===== config.mk =====
export PLATFORM = sky130hd
export DESIGN_NAME = mem_arbiter
export DESIGN_NICKNAME = d
export VERILOG_FILES = /design/src/rtl/mem_arbiter_pkg.sv /design/src/rtl/mem_arb_rr.sv /design/src/rtl/mem_arbiter.sv
export SDC_FILE = /design/constraint.sdc
export NUM_CORES = 1
export LEC_CHECK = 0
export CAP_MARGIN = 25
export CORE_AREA = 4 4 201 105
export CTS_CLUSTER_SIZE = 20
export DETAILED_ROUTE_END_ITERATION = 10
export DIE_AREA = 0 0 205 109
export HOLD_SLACK_MARGIN = 0.03
export SETUP_SLACK_MARGIN = 0.02
export SYNTH_ARGS = -nofsm -noshare
export SYNTH_HDL_FRONTEND = slang
export SYNTH_SLANG_ARGS = --single-unit
export TNS_END_PERCENT = 50

===== constraint.sdc =====
create_clock -name clk -period 4.1 [get_ports clk]
set_clock_uncertainty 0.2 [all_clocks]
set_input_delay 0.41 -clock clk [delete_from_list [all_inputs] [get_ports clk]]
set_output_delay 0.41 -clock clk [all_outputs]
set_load 0.1 [all_outputs]

===== src/rtl/mem_arbiter_pkg.sv =====
// Shared types for the instruction/data memory arbiter and the LSU/DCache side:
// FSM state encoding, access width codes, default refill length and the memory command payload.
package mem_arbiter_pkg;

    localparam int unsigned ADDR_W             = 32;
    localparam int unsigned DATA_W             = 32;
    localparam int unsigned BEAT_W             = 3;
    localparam int unsigned DEFAULT_LINE_WORDS = 4;

    localparam logic [1:0] WIDTH_BYTE = 2'd0;
    localparam logic [1:0] WIDTH_HALF = 2'd1;
    localparam logic [1:0] WIDTH_WORD = 2'd2;

    typedef enum logic [1:0] {
        ST_IDLE   = 2'd0,
        ST_I_FILL = 2'd1,
        ST_D_ACC  = 2'd2,
        ST_RESP   = 2'd3
    } arb_state_e;

    typedef enum logic {
        GRANT_I = 1'b0,
        GRANT_D = 1'b1
    } grant_e;

    typedef struct packed {
        logic              we;
        logic [1:0]        width;
        logic [ADDR_W-1:0] addr;
        logic [DATA_W-1:0] wdata;
    } mem_cmd_t;

    // Start address of the refill line containing addr.
    function automatic logic [ADDR_W-1:0] line_base(input logic [ADDR_W-1:0] addr,
                                                    input int unsigned       line_words);
        return addr & ~(ADDR_W'(line_words * 4) - ADDR_W'(1));
    endfunction

endpackage


===== src/rtl/mem_arb_rr.sv =====
// Two-way round-robin tie-break between instruction and data requesters.
// On a tie the requester that was not granted last wins; the last grant updates only when a grant is taken.
module mem_arb_rr
    import mem_arbiter_pkg::*;
(
    input  logic clk,
    input  logic reset,
    input  logic req_i,
    input  logic req_d,
    input  logic take,
    output logic grant_i_c,
    output logic grant_d_c
);

    grant_e last_grant_q;
    grant_e last_grant_d;

    always_comb begin
        grant_i_c    = req_i && (!req_d || (last_grant_q == GRANT_D));
        grant_d_c    = req_d && (!req_i || (last_grant_q == GRANT_I));
        last_grant_d = last_grant_q;
        if (take) begin
            last_grant_d = grant_d_c ? GRANT_D : GRANT_I;
        end
    end

    // Reset to D so the instruction side wins the first tie.
    always_ff @(posedge clk) begin
        if (!reset) begin
            last_grant_q <= GRANT_D;
        end else begin
            last_grant_q <= last_grant_d;
        end
    end

endmodule


===== src/rtl/mem_arbiter.sv =====
// Arbitrates one memory port between instruction-line refills (LINE_WORDS-beat bursts)
// and single data accesses; every output is registered.
module mem_arbiter
    import mem_arbiter_pkg::*;
#(
    parameter int unsigned LINE_WORDS = DEFAULT_LINE_WORDS
) (
    input  logic              clk,
    input  logic              reset,
    input  logic              i_req,
    input  logic [ADDR_W-1:0] i_addr,
    output logic              i_rvalid,
    output logic [BEAT_W-1:0] i_beat,
    output logic [DATA_W-1:0] i_rdata,
    output logic              i_ack,
    input  logic              d_req,
    input  logic              d_we,
    input  logic [ADDR_W-1:0] d_addr,
    input  logic [DATA_W-1:0] d_wdata,
    input  logic [1:0]        d_width,
    output logic              d_ack,
    output logic [DATA_W-1:0] d_rdata,
    output logic              mem_req,
    output logic              mem_we,
    output logic [ADDR_W-1:0] mem_addr,
    output logic [DATA_W-1:0] mem_wdata,
    output logic [1:0]        mem_width,
    input  logic              mem_ack,
    input  logic [DATA_W-1:0] mem_rdata
);

    localparam logic [BEAT_W-1:0] LAST_BEAT = BEAT_W'(LINE_WORDS - 1);

    arb_state_e        state_q, state_d;
    mem_cmd_t          cmd_q, cmd_d;
    logic [BEAT_W-1:0] beat_q, beat_d;
    logic              mem_req_q, mem_req_d;
    logic              i_rvalid_q, i_rvalid_d;
    logic [BEAT_W-1:0] i_beat_q, i_beat_d;
    logic [DATA_W-1:0] i_rdata_q, i_rdata_d;
    logic              i_ack_q, i_ack_d;
    logic              d_ack_q, d_ack_d;
    logic [DATA_W-1:0] d_rdata_q, d_rdata_d;

    logic grant_i_c, grant_d_c;
    logic arb_take_c, fire_c, last_beat_c;

    // Acks only count while a transfer is actually requested.
    assign arb_take_c  = (state_q == ST_IDLE) && (i_req || d_req);
    assign fire_c      = mem_req_q && mem_ack;
    assign last_beat_c = (beat_q == LAST_BEAT);

    mem_arb_rr u_rr (
        .clk      (clk),
        .reset    (reset),
        .req_i    (i_req),
        .req_d    (d_req),
        .take     (arb_take_c),
        .grant_i_c(grant_i_c),
        .grant_d_c(grant_d_c)
    );

    always_ff @(posedge clk) begin
        if (!reset) begin
            state_q <= ST_IDLE;
        end else begin
            state_q <= state_d;
        end
    end

    always_comb begin
        state_d = state_q;
        case (state_q)
            ST_IDLE: begin
                if (grant_i_c) begin
                    state_d = ST_I_FILL;
                end else if (grant_d_c) begin
                    state_d = ST_D_ACC;
                end
            end
            ST_I_FILL: if (fire_c && last_beat_c) state_d = ST_RESP;
            ST_D_ACC:  if (fire_c) state_d = ST_RESP;
            ST_RESP:   state_d = ST_IDLE;
            default:   state_d = ST_IDLE;
        endcase
    end

    always_comb begin
        mem_req_d  = mem_req_q;
        cmd_d      = cmd_q;
        beat_d     = beat_q;
        i_rvalid_d = 1'b0;
        i_beat_d   = i_beat_q;
        i_rdata_d  = i_rdata_q;
        i_ack_d    = 1'b0;
        d_ack_d    = 1'b0;
        d_rdata_d  = d_rdata_q;
        case (state_q)
            ST_IDLE: begin
                if (grant_i_c) begin
                    mem_req_d = 1'b1;
                    cmd_d     = '{we: 1'b0, width: WIDTH_WORD,
                                  addr: line_base(i_addr, LINE_WORDS), wdata: '0};
                    beat_d    = '0;
                end else if (grant_d_c) begin
                    mem_req_d = 1'b1;
                    cmd_d     = '{we: d_we, width: d_width, addr: d_addr, wdata: d_wdata};
                end
            end
            ST_I_FILL: begin
                if (fire_c) begin
                    i_rvalid_d = 1'b1;
                    i_beat_d   = beat_q;
                    i_rdata_d  = mem_rdata;
                    beat_d     = beat_q + BEAT_W'(1);
                    cmd_d.addr = cmd_q.addr + ADDR_W'(4);
                    if (last_beat_c) begin
                        mem_req_d = 1'b0;
                        i_ack_d   = 1'b1;
                    end
                end
            end
            ST_D_ACC: begin
                if (fire_c) begin
                    mem_req_d = 1'b0;
                    cmd_d.we  = 1'b0;
                    d_ack_d   = 1'b1;
                    d_rdata_d = cmd_q.we ? '0 : mem_rdata;
                end
            end
            default: begin
                mem_req_d = 1'b0;
            end
        endcase
    end

    always_ff @(posedge clk) begin
        if (!reset) begin
            cmd_q      <= '0;
            beat_q     <= '0;
            mem_req_q  <= 1'b0;
            i_rvalid_q <= 1'b0;
            i_beat_q   <= '0;
            i_rdata_q  <= '0;
            i_ack_q    <= 1'b0;
            d_ack_q    <= 1'b0;
            d_rdata_q  <= '0;
        end else begin
            cmd_q      <= cmd_d;
            beat_q     <= beat_d;
            mem_req_q  <= mem_req_d;
            i_rvalid_q <= i_rvalid_d;
            i_beat_q   <= i_beat_d;
            i_rdata_q  <= i_rdata_d;
            i_ack_q    <= i_ack_d;
            d_ack_q    <= d_ack_d;
            d_rdata_q  <= d_rdata_d;
        end
    end

    assign mem_req   = mem_req_q;
    assign mem_we    = cmd_q.we;
    assign mem_addr  = cmd_q.addr;
    assign mem_wdata = cmd_q.wdata;
    assign mem_width = cmd_q.width;
    assign i_rvalid  = i_rvalid_q;
    assign i_beat    = i_beat_q;
    assign i_rdata   = i_rdata_q;
    assign i_ack     = i_ack_q;
    assign d_ack     = d_ack_q;
    assign d_rdata   = d_rdata_q;

endmodule


==> impl_metrics.py, run 1 <==
metrics = {
    "detailed_routing": {
        "dr.pass1.iters": 5,
        "antenna_left": 0,
        "dr.first_iter.drc_count": 354,
        "wl_per_cell_microns": 17.7,
        "drcViolationCount": 0,
        "routed_wl_mm": 22.4,
        "vias_per_cell": 5.14,
        "num_vias": 6531,
    },
    "worst_hold_path": {
        "hp-class": "reg -> reg",
        "hold_end": "i_rdata[5]",
        "hold_depth": 2,
        "hp-start": "i_rdata[5]",
    },
    "synth": {
        "synth.top_cell.area_share": 0.458,
        "synth_cells": 746,
        "ys_warn_count": 0,
        "synthArstFlopShare": 0,
        "synth_area_sq_mm": 0.00630,
        "synthFlopType": "dfxtp_1",
        "synth_area_leaders": "dfxtp_1, nand2_1, a21oi_1",
        "yosys_register_bits": 144,
        "post-synth-top-area-cell": "dfxtp_1",
        "synth_area_per_cell_sq_um": 8.44,
        "yosysUniqueCellTypes": 61,
        "synth_edf_count": 0,
        "yosysSeqAreaShare": 0.458,
        "postSynthNetCount": 888,
    },
    "grt": {
        "grt_usage": 0.195,
        "grt_pass1_wl_mm": 34.8,
        "grt_overflow": 0,
        "grt_pass1_vias": 6362,
        "grt_max_degree": 51,
        "antenna_found_initial": 0,
    },
    "worst_setup_path": {
        "path_class": "reg -> reg",
        "arrival_ns": 3.00,
        "start_kind": "register",
        "r2r-start": "state_q[0]",
        "crit_slowest_cell": "nor3b_1",
        "r2r_setup_slack_ns": 1.22,
        "crit_path_cell_trace": "inv_1, ha_1, nor3b_1, a211o_1, buf_12, nor3_1, a31o_2, a311o_1",
        "setup.worst_path.start": "state_q[0]",
        "rr_endpoint": "mem_addr[28]",
        "r2r_cells": 8,
        "cp_max_fo": 50,
        "cp_slowest_stage_delay_ns": 0.64,
        "crit_required_ns": 4.21,
        "end_kind": "register",
    },
    "cts": {
        "htreeDepth": 4,
        "cts_root_buffer": "clkbuf_16",
        "cts.path.max_buffers": 2,
        "cts_hold_buf": 0,
        "cts_sinks": 144,
        "clk_latency_ns": 0.42,
        "cts_setup_buffers": 0,
        "cts_made_buffers": 17,
        "cts_tree": "done",
        "ctsResizeCount": 0,
        "cts.reportedPaths.clkPinSlew_ns": 0.06,
    },
    "timing": {
        "finalHoldViolCount": 0,
        "tightestPinTransition_ns": 1.04,
        "max_freq_ghz": 0.347,
        "finalSetupTns_ns": 0,
        "slew_headroom": 0.304,
        "period_share": 0.703,
        "min_period_ns": 2.88,
        "rsz0062_at_grt": "false",
        "setup_viol": 0,
        "slew_viol_final": 0,
    },
    "layout": {
        "fin_util": 0.510,
        "drive_above_1_share": 0.0657,
        "final_cells": 1270,
        "finalNetCount": 1133,
        "areaGrowthSynthToFinish_pct": 55.7,
        "antenna_cells": 0,
        "final_cell_mix": "clkdlybuf4s50_1, dfxtp_1, nand2_1",
        "final_common_cell": "clkdlybuf4s50_1",
    },
    "power_and_ir_drop": {
        "p_leak_uw": 0.00350,
        "power.share.clock": 0.228,
        "switching_share": 0.494,
        "sequentialPowerShare": 0.272,
        "p_switching_uw": 3440,
        "intPower_uw": 3530,
        "p_per_area_mw_per_mm2": 712,
        "combPwrFrac": 0.500,
        "ir_drop_v": 0.000464,
    },
    "floorplan": {
        "rows": 36,
        "die_h_microns": 109,
        "core_area_sq_mm": 0.0192,
        "die_x_microns": 205,
        "dieArea_sq_mm": 0.0223,
        "initial_core_util": 0.327,
        "io_pins": 274,
    },
    "job": {
        "maxCapViolCount": 0,
    },
    "placed_design": {
        "place_congestion": 0.843,
        "io_buffer_count": 269,
        "dp.cells": 1238,
        "dpl.hpwl_mm": 16.1,
    },
    "run_status": {
        "status": "completed",
    },
}
-- power by group through the flow --
| stage | clock network (uW) | logic [uW] | registers, uW |
|---|---|---|---|
| 6_report | 1590 | 3490 | 1900 |
| 5_1_grt | 1690 | 3710 | 1940 |
| 4_1_cts | 1630 | 3490 | 1890 |
| 3_5_place_dp | 0 | 3480 | 1920 |
| 3_3_place_gp | 0 | 3450 | 1910 |
| 2_1_floorplan | 0 | 1210 | 3300 |
-- synth_stat cells, types with 2 or more instances --
cell type,n
a31o_2,2
o31ai_1,3
clkbuf_1,39
nand2b_1,2
ha_1,6
buf_2,9
or4_1,5
buf_4,5
mux2_2,2
o21ai_1,2
a32o_1,3
nor2_1,62
or3_1,4
dfxtp_1,144
mux2i_1,25
a21oi_1,69
nand4_1,14
nor3_1,15
nand3_1,19
o22ai_1,7
a22oi_1,33
nor4_1,8
nand2_1,117
nor2b_1,5
a21o_1,3
o32ai_1,3
o31a_1,8
o21ai_0,34
a31oi_1,6
o21a_1,3
a22o_1,32
o211ai_1,10
inv_1,13
and3_1,6
and2_1,2
-- how the worst max path moves through the flow --
stage / depth (start not counted) / to
detailed placement: 7 / mem_addr[28]
global route: 8 / mem_addr[28]
CTS: 8 / mem_addr[28]
floorplan: 6 / mem_addr[24]
finish: 8 / mem_addr[28]
global placement: 7 / mem_addr[27]
-- through the flow --
| step | cell area [sq um] | power (uW) | hold slack, ns | worst slack, ns |
|---|---|---|---|---|
| 2_1_floorplan | 6300 | 4500 | 0.244 | 1.07 |
| 3_3_place_gp | 9200 | 5360 | 0.242 | 0.923 |
| 3_5_place_dp | 9200 | 5400 | 0.246 | 0.886 |
| 4_1_cts | 9800 | 7010 | 0.255 | 1.22 |
| 5_1_grt | 9800 | 7340 | 0.269 | 0.995 |
| 6_report | 9800 | 6980 | 0.254 | 1.22 |
-- area by class of cell --
type | instances | area [sq um]
Fill cell | 1813 | 9430
Multi-Input combinational cell | 532 | 3130
Sequential cell | 144 | 2880
Timing Repair Buffer | 282 | 2800
Clock buffer | 19 | 453
Tap cell | 266 | 333
Clock inverter | 13 | 151
Inverter | 14 | 52.6
-- logic make-up (layout without fill, tap and decap cells) --
logic type               Yosys count  count (layout)  synth area share
AO/OA/AOI/OAI                    231             231             0.245
adder cells (fa/ha/maj)            6               6            0.0119
buffers and inverters             70             328            0.0483
flip-flops                       144             144             0.458
multiplexers                      27              27            0.0433
AND/OR/NAND/NOR                  268             268             0.193
-- critical path: cells and delay by family (launching register included) --
kind,cells,cell delay (ns)
AO/OA/AOI/OAI,3,0.78
AND/OR/NAND/NOR,2,0.72
adder cells (fa/ha/maj),1,0.40
flip-flops,1,0.33
buffers and inverters,2,0.32
-- state kept, by name, indices dropped and copies added (netlist names) --
signal,flops
d_rdata,32
i_rdata,32
mem_addr,32
mem_wdata,32
beat_q,3
i_beat,3
mem_width,2
state_q,2
d_ack,1
i_ack,1
i_rvalid,1
mem_req,1
mem_we,1
u_rr.last_grant_q,1
-- per-layer routing --
metal | up-vias | part of all wire | track usage
met4 | 0 | 0.014 | 0.0535
met5 | - | 0 | 0
li1 | 3196 | - | -
met2 | 225 | 0.47 | 0.319
met3 | 21 | 0.072 | 0.0517
met1 | 3089 | 0.45 | 0.258
No activity file was read; power rests on OpenSTA's default activity.
==> run 2: changes to the inputs <==
- PLACE_DENSITY: default -> 0.67
- clock period: 4.1 -> 2.6 ns (I/O delays scaled with it)
==> run 2 against run 1 <==
  * Power rose by 60%
  * Clock-buffer cell count did not move
  * Critical endpoint is now mem_addr[16]
  * Via count rose by 2.5%
  * Global-route usage fell by 0.67 points
  * Flip-flop and latch count did not move
  * Final cell count rose by 2.2%
  * Die area did not move
  * First-iteration DRC count rose by 34%
  * Sequential share of layout area rose by 0.49 points
  * Cell area fell by 0.65%
  * Register-to-register slack got worse by 1.1 ns
==> impl_metrics.py, run 2 (same netlist as run 1, synthesis figures left out) <==
metrics = {
    "grt": {
        "grt_max_degree": 78,
        "antenna_found_initial": 0,
        "grt_pass1_wl_mm": 33.7,
        "grt_usage": 0.189,
        "grt_overflow": 0,
        "grt_pass1_vias": 6269,
    },
    "cts": {
        "cts.reportedPaths.clkPinSlew_ns": 0.06,
        "htreeDepth": 4,
        "cts_root_buffer": "clkbuf_16",
        "cts_made_buffers": 17,
        "clk_latency_ns": 0.42,
        "cts_tree": "done",
        "cts.path.max_buffers": 2,
        "cts_sinks": 144,
    },
    "detailed_routing": {
        "vias_per_cell": 5.16,
        "drcViolationCount": 0,
        "dr.pass1.iters": 5,
        "routed_wl_mm": 22.2,
        "num_vias": 6697,
        "dr.first_iter.drc_count": 476,
        "wl_per_cell_microns": 17.1,
        "antenna_left": 0,
    },
    "timing": {
        "finalSetupTns_ns": 0,
        "tightestPinTransition_ns": 0.541,
        "min_period_ns": 2.50,
        "rsz0062_at_grt": "true",
        "period_share": 0.963,
        "finalHoldViolCount": 0,
        "setup_viol": 0,
        "slew_viol_final": 0,
        "slew_headroom": 0.636,
        "max_freq_ghz": 0.400,
    },
    "worst_setup_path": {
        "path_class": "reg -> reg",
        "end_kind": "register",
        "r2r_setup_slack_ns": 0.1,
        "cp_max_fo": 23,
        "cp_slowest_stage_delay_ns": 0.35,
        "crit_slowest_cell": "dfxtp_1",
        "start_kind": "register",
        "crit_required_ns": 2.74,
        "crit_top_cell": "buf_4",
        "arrival_ns": 2.64,
        "crit_path_cell_trace": "inv_1, ha_1, nor3b_1, buf_4, a211o_1, buf_4, or3_1, mux2_2, a21oi_1",
    },
    "layout": {
        "drive_above_1_share": 0.243,
        "fin_util": 0.506,
        "antenna_cells": 0,
        "final_common_cell": "buf_4",
        "areaGrowthSynthToFinish_pct": 54.7,
        "fillers": 1833,
        "finalNetCount": 1162,
        "final_cell_mix": "buf_4, clkdlybuf4s50_1, dfxtp_1",
    },
    "power_and_ir_drop": {
        "p_per_area_mw_per_mm2": 1140,
        "ir_drop_v": 0.000692,
        "p_leak_uw": 0.00394,
    },
    "floorplan": {
        "dieArea_sq_mm": 0.0223,
        "core_area_sq_mm": 0.0192,
        "rows": 36,
        "io_pins": 274,
        "die_x_microns": 205,
        "die_h_microns": 109,
        "initial_core_util": 0.327,
    },
    "worst_hold_path": {
        "hp-class": "in -> reg",
    },
    "job": {
        "maxCapViolCount": 0,
    },
    "placed_design": {
        "place_congestion": 0.899,
        "io_buffer_count": 269,
        "dpl.hpwl_mm": 16.4,
    },
    "run_status": {
        "status": "completed",
    },
}
==> run 2: cell types whose count changed in the layout (fill, tap and decap cells not counted), sizes merged <==
cell / previous run / this run
clkdlybuf4s50: 269 / 131
clkinv: 2 / 4
bufinv: 2 / 3
clkinvlp: 6 / 2
buf: 13 / 180
==> run 2: cell type report <==
cell class / count / area, sq um / area share
multi-input combinational: 532 / 3130 / 0.322
sequential: 144 / 2910 / 0.299
timing repair buffer: 311 / 2710 / 0.278
clock buffer: 19 / 443 / 0.0455
tap: 266 / 333 / 0.0342
clock inverter: 12 / 156 / 0.0161
inverter: 14 / 52.6 / 0.00539
==> run 2: where the power goes <==
| group | internal [uW] | leakage [uW] | switching (uW) |
|---|---|---|---|
| Clock | 1540 | 0.000291 | 988 |
| Combinational | 1570 | 0.00247 | 4040 |
| Sequential | 2600 | 0.00118 | 425 |
| Total | 5700 | 0.00394 | 5450 |
==> run 2: final timing paths <==
path               startpoint      endpoint  cells past startpoint
setup / recovery   state_q[0]  mem_addr[16]                      9
hold / removal     d_width[1]  mem_width[1]                      3
setup reg to reg   state_q[0]  mem_addr[16]                      9
hold reg to reg   mem_addr[0]   mem_addr[0]                      2
==> run 2: critical path: cells and delay by family (launching register included) <==
kind	cells	cell delay, ns
fa+ha+maj	1	0.22
compound gates	2	0.46
simple gates	2	0.46
buf+inv	3	0.46
mux	1	0.26
flops	1	0.35
==> run 2: repair_timing <==
| action | CTS | global route |
|---|---|---|
| resized for setup | 0 | 1 |
| setup buffers | 0 | 0 |
| endpoints found under the setup margin | 0 | 2 |
| hold buffers | 0 | 0 |
==> run 2: stage by stage <==
step | std cells | instance area, sq um | power, uW | hold slack, ns | worst slack, ns
after floorplan | 746 | 6330 | 7140 | 0.186 | 0.0199
after global placement | 1267 | 9140 | 8560 | 0.244 | 0.0741
after detailed placement | 1267 | 9140 | 8640 | 0.247 | 0.0724
after CTS | 1298 | 9740 | 11200 | 0.163 | 0.105
after global routing | 1298 | 9740 | 11700 | 0.195 | 0.0151
final | 1298 | 9740 | 11200 | 0.184 | 0.0971
==> run 2: metal layers <==
layer	GRT usage	wire, microns	part of all wire	up-vias
li1	-	-	-	3256
met1	0.245	9630	0.43	3181
met2	0.308	10700	0.48	223
met3	0.0446	1420	0.064	37
met4	0.0697	454	0.020	0
met5	0	0	0	-
